### config.mk
export PLATFORM = sky130hd
export DESIGN_NAME = la_oen_seq_flat
export DESIGN_NICKNAME = d
export VERILOG_FILES = /design/src/rtl/la_oen_seq_if.sv /design/src/rtl/la_oen_seq.sv /design/src/flat_wrapper.sv
export SDC_FILE = /design/constraint.sdc
export NUM_CORES = 1
export LEC_CHECK = 0
export ABC_AREA = 1
export CAP_MARGIN = 20
export CORE_AREA = 2 2 47 60
export DETAILED_ROUTE_END_ITERATION = 16
export DIE_AREA = 0 0 49 62
export GPL_TIMING_DRIVEN = 0
export PLACE_DENSITY = 0.72
export SYNTH_ARGS = -nofsm -noshare
export SYNTH_HDL_FRONTEND = slang
export SYNTH_SLANG_ARGS = --single-unit
export TNS_END_PERCENT = 1
### constraint.sdc
create_clock -name clk -period 1.6 [get_ports clk]
set_clock_uncertainty 0.2 [all_clocks]
set_input_delay 0.32 -clock clk [delete_from_list [all_inputs] [get_ports clk]]
set_output_delay 0.32 -clock clk [all_outputs]
set_load 0.05 [all_outputs]
### src/rtl/la_oen_seq_if.sv
// Pad-control bundle between the core and the output-enable sequencer.
// The core drives the request side; the sequencer returns the enables and status.
interface la_oen_seq_if #(
  parameter int N  = 4,
  parameter int CW = 8
);
  logic          en;
  logic          kill;
  logic [CW-1:0] gap;
  logic [N-1:0]  oe;
  logic          busy;
  logic          done;

  modport master (
    output en,
    output kill,
    output gap,
    input  oe,
    input  busy,
    input  done
  );

  modport slave (
    input  en,
    input  kill,
    input  gap,
    output oe,
    output busy,
    output done
  );
endinterface

### src/rtl/la_oen_seq.sv
// Output-enable sequencer: ramps N pad groups on one at a time with a programmable
// gap between steps, and ramps them off in reverse order, to limit switching current.
//
// state | meaning
// IDLE  | all groups off, waiting for en
// UP    | ramping on, one group per gap+1 cycles
// ON    | all groups on
// DOWN  | ramping off, highest group first
module la_oen_seq #(
  parameter int N    = 4,
  parameter int CW   = 8,
  parameter     PROP = "DEFAULT"
) (
  input  logic        clk,
  input  logic        nreset,
  la_oen_seq_if.slave bus
);

  typedef enum logic [1:0] {
    IDLE = 2'd0,
    UP   = 2'd1,
    ON   = 2'd2,
    DOWN = 2'd3
  } state_t;

  localparam logic [N-1:0]  OE_ALL  = '1;
  localparam logic [N-1:0]  OE_NONE = '0;
  localparam logic [CW-1:0] CNT_ONE = CW'(1);

  state_t        state_q, state_d;
  logic [N-1:0]  oe_q, oe_d;
  logic [CW-1:0] cnt_q, cnt_d;
  logic          busy_q, busy_d;
  logic          done_q, done_d;

  logic [N-1:0]  oe_up;
  logic [N-1:0]  oe_dn;
  logic          unused_prop;

  assign unused_prop = |PROP;

  // oe stays thermometer coded, so a step is just a shift in either direction.
  assign oe_up = {oe_q[N-2:0], 1'b1};
  assign oe_dn = {1'b0, oe_q[N-1:1]};

  always_ff @(posedge clk) begin
    if (!nreset) begin
      state_q <= IDLE;
      oe_q    <= OE_NONE;
      cnt_q   <= '0;
      busy_q  <= 1'b0;
      done_q  <= 1'b0;
    end else begin
      state_q <= state_d;
      oe_q    <= oe_d;
      cnt_q   <= cnt_d;
      busy_q  <= busy_d;
      done_q  <= done_d;
    end
  end

  always_comb begin
    state_d = state_q;
    oe_d    = oe_q;
    cnt_d   = cnt_q;
    if (bus.kill) begin
      state_d = IDLE;
      oe_d    = OE_NONE;
      cnt_d   = '0;
    end else begin
      unique case (state_q)
        IDLE: begin
          if (bus.en) begin
            oe_d    = oe_up;
            cnt_d   = bus.gap;
            state_d = (oe_up == OE_ALL) ? ON : UP;
          end
        end
        UP: begin
          // A direction change wins over a pending forward step on the same edge.
          if (!bus.en) begin
            oe_d    = oe_dn;
            cnt_d   = bus.gap;
            state_d = (oe_dn == OE_NONE) ? IDLE : DOWN;
          end else if (cnt_q != '0) begin
            cnt_d = cnt_q - CNT_ONE;
          end else begin
            oe_d    = oe_up;
            cnt_d   = bus.gap;
            state_d = (oe_up == OE_ALL) ? ON : UP;
          end
        end
        ON: begin
          if (!bus.en) begin
            oe_d    = oe_dn;
            cnt_d   = bus.gap;
            state_d = (oe_dn == OE_NONE) ? IDLE : DOWN;
          end
        end
        DOWN: begin
          if (bus.en) begin
            oe_d    = oe_up;
            cnt_d   = bus.gap;
            state_d = (oe_up == OE_ALL) ? ON : UP;
          end else if (cnt_q != '0) begin
            cnt_d = cnt_q - CNT_ONE;
          end else begin
            oe_d    = oe_dn;
            cnt_d   = bus.gap;
            state_d = (oe_dn == OE_NONE) ? IDLE : DOWN;
          end
        end
        default: begin
          state_d = IDLE;
          oe_d    = OE_NONE;
          cnt_d   = '0;
        end
      endcase
    end
  end

  // Status flags are registered alongside the state so they line up with oe.
  always_comb begin
    busy_d = (state_d == UP) || (state_d == DOWN);
    done_d = (state_d == ON);
  end

  assign bus.oe   = oe_q;
  assign bus.busy = busy_q;
  assign bus.done = done_q;

endmodule

### src/flat_wrapper.sv
// flat-port wrapper written by rule: the top's interface ports become plain ports
module la_oen_seq_flat 
#(
  parameter int N    = 4,
  parameter int CW   = 8,
  parameter     PROP = "       "
)
  (clk, nreset, bus_en, bus_kill, bus_gap, bus_oe, bus_busy, bus_done);
  la_oen_seq_if #(.N(N), .CW(CW)) bus_i ();
  input  logic clk;
  input  logic nreset;
  input wire logic [$bits(bus_i.en)-1:0] bus_en;
  input wire logic [$bits(bus_i.kill)-1:0] bus_kill;
  input wire logic [$bits(bus_i.gap)-1:0] bus_gap;
  output wire logic [$bits(bus_i.oe)-1:0] bus_oe;
  output wire logic [$bits(bus_i.busy)-1:0] bus_busy;
  output wire logic [$bits(bus_i.done)-1:0] bus_done;
  assign bus_i.en = bus_en;
  assign bus_i.kill = bus_kill;
  assign bus_i.gap = bus_gap;
  assign bus_oe = bus_i.oe;
  assign bus_busy = bus_i.busy;
  assign bus_done = bus_i.done;
  la_oen_seq #(.N(N), .CW(CW), .PROP(PROP)) u_core (.clk(clk), .nreset(nreset), .bus(bus_i));
endmodule
==> results of run 1 <==
## metal layers
layer	track usage, %	vias up
met5	0	-
met4	6.94	0
met3	3.59	4
met2	40.9	27
met1	22.0	608
li1	-	632
## through the flow
step | hold slack [ps] | instance area [sq um] | power, mW | util, % | cells
after floorplan | 263 | 1120 | 0.684 | - | 176
after global placement | 282 | 1320 | 0.761 | 51.9 | 226
after detailed placement | 295 | 1320 | 0.768 | 51.9 | 226
after CTS | 294 | 1460 | 1.08 | 57.2 | 236
after global routing | 321 | 1570 | 1.23 | 61.6 | 242
final | 295 | 1570 | 1.16 | 61.6 | 242
## final cells by class
type                    instances  area [sq um]  share of cell area, %
multi-input cells             130           773                   49.2
plain buffers                   1          7.51                  0.478
inverters                      29           116                   7.41
repair buffers                 28           260                   16.6
well taps                      34          42.5                   2.71
clock buffers                   4          36.3                   2.31
flip-flops and latches         16           334                   21.3
## power by group through the flow
stage               clock network, mW  logic [mW]  registers [mW]
global placement                    0       0.317           0.443
detailed placement                  0       0.325           0.444
floorplan                           0       0.219           0.465
global route                    0.303       0.482           0.442
CTS                             0.278       0.362           0.437
finish                          0.281       0.437           0.439
## critical path, stage by stage, from the launching register on
cell	delay, ps
dfxtp_2	390
inv_2	100
nand2_1	110
o21ai_4	230
inv_2	130
a21oi_1	240
o21ai_2	70
nand2_1	100
a21oi_2	60
## state kept, by name (all words and copies together), names as in the netlist
name             count
u_core.state_q       2
u_core.bus.oe        4
u_core.cnt_q         8
u_core.bus.done      1
u_core.bus.busy      1
## placed cells by master (no fill, tap or decap), types with 2 or more instances in the layout
cell type,count
o211ai_1,2
nor2_1,8
a31oi_1,2
clkbuf_4,3
nor2_4,3
clkdlybuf4s15_2,4
inv_4,3
nand3_1,11
buf_4,9
nand2_2,6
o21ai_0,12
o21ai_2,2
nand3_4,2
dfxtp_1,7
dfxtp_2,8
nor3_1,2
nor2_8,2
inv_2,4
buf_6,4
clkdlybuf4s50_1,10
o21ai_1,7
a21oi_1,13
a21oi_2,2
nand2_1,44
nor2_2,3
inv_1,22
## repair_timing
item	CTS	global route
pin swaps	6	12
hold buffers	0	0
resized for setup	31	30
buffers inserted	6	6
endpoints found under the setup margin	21	17
## final timing paths
path / slack [ps] / start / end / depth (start not counted)
max: -140 / u_core.state_q[0] / u_core.cnt_q[5] / 8
min: 300 / bus_en / u_core.cnt_q[6] / 6
max reg2reg: -140 / u_core.state_q[0] / u_core.cnt_q[5] / 8
min reg2reg: 310 / u_core.cnt_q[0] / u_core.cnt_q[0] / 2
## cells by family after synthesis
group	after synthesis	synth area share, %
DFF	16	28.8
adders and majority gates	2	2.25
buffers and inverters	30	10.7
xor gates and xnor gates	1	0.788
AOI/OAI and AO/OA	42	21.3
and+or+nand+nor	85	36.2
==> flow_summary.ini, run 1 <==
[drt]
dr.pass1.iters = 4
ant_nets = 0
vias = 1271
m1WireLength_um = 1290
wl_per_cell_um = 13.1
dr_wl_met3_um = 79
dr_wl_met2_um = 1750
viasPerCell = 5.25
wirelength_um = 3160
route.top_layer_used = met4
drc = 0
drtIter0Drc = 48

[hold_path]
hold_class = primary input to flip-flop

[power]
seqPwrFrac_pct = 38.0
p_int_mw = 0.739
irDropWorstVdd_mv = 0.460
power_frac_clock_pct = 24.3
p_per_area_nw_per_um2 = 737
leakage_nw = 0.729
netSwitchingFraction_pct = 36.1
switchingPower_mw = 0.418
comb_power_share_pct = 37.8

[grt]
grt_first_pass_wirelength_um = 4770
grt_pass1_vias = 1121
grtUsageTotal_pct = 20.4
grt_max_degree = 11
antenna_found_initial = 0
grt_overflow_total = 0

[finish]
nFillCells = 260
area_delta_synth_final_pct = 41.2
drive_above_1_share_pct = 32.2
antenna_cells = 0
final_nets = 223

[floorplanning]
initial_core_util_pct = 43.6
io_pins = 18
dieHeight_um = 62
core_area_sq_um = 2550
die_w_um = 49
die-area_sq_um = 3040
rows = 21

[status]
violations = negative setup slack
status = complete, but fails checks

[synth]
ys.flop_type = dfxtp_1
synth_top_area_share_pct = 28.8
synth-edff-count = 0
synth_common_cells = 48 x nand2_1, 25 x inv_1, 16 x dfxtp_1
syn_nets = 190
ys_seq_elements = 16
syn_inst = 176
synth_top_area_cell = dfxtp_1
ys_seq_area_share_pct = 28.8
yosys_warnings = 0
syn_area_per_cell_sq_um = 6.32
syn_area_sq_um = 1110
async_flop_share_pct = 0
synthTopCellsByArea = dfxtp_1 29%, nand2_1 16%, inv_1 8.4%
synth_cell_types = 24
yosysMostFrequentCell = nand2_1

[sta]
slew_headroom_pct = 70.0
max_slew.worst_pin.slew_ps = 447
slew_violations = 0
worst_slack_ps = -139
fin_tns_setup_ps = -685
max_freq_mhz = 575
rsz0062_at_grt = true
setup_viol = 12
min_period_ps = 1740
fin_crit_sh_pct = 109
hold_violations = 0

[worst_setup_path]
end_kind = flip-flop
worstPathMaxFanout = 10
worst_ep_arrival_time_ps = 1720
crit_required_ps = 1580
crit_type = flip-flop to flip-flop
start_kind = flip-flop

[clocking]
cts_tree = built
cts.clk_slew.worst_paths_ps = 110
worstSkewPairLatency_ps = 290
cts.sinks = 16
cts_root_buffer = clkbuf_4
numCtsBuffers = 3
cts_max_level = 1
clock_path_buffers = 2

[place]
dp_hpwl_um = 1980
portBuffers = 16
place_congestion = 0.921
dpl_worst_slack_ps = -543

[job]
maxCapViolations = 0
Power figures use the tool's default switching activity.
==> run 2, diff against run 1 <==
--- a/config.mk
+++ b/config.mk
@@ -12,6 +12,7 @@
 export DIE_AREA = 0 0 49 62
 export GPL_TIMING_DRIVEN = 0
 export PLACE_DENSITY = 0.72
+export SLEW_MARGIN = 20
 export SYNTH_ARGS = -nofsm -noshare
 export SYNTH_HDL_FRONTEND = slang
 export SYNTH_SLANG_ARGS = --single-unit
==> results of run 2 <==
The final DEF is identical to that of run 1; final timing and power are the same.
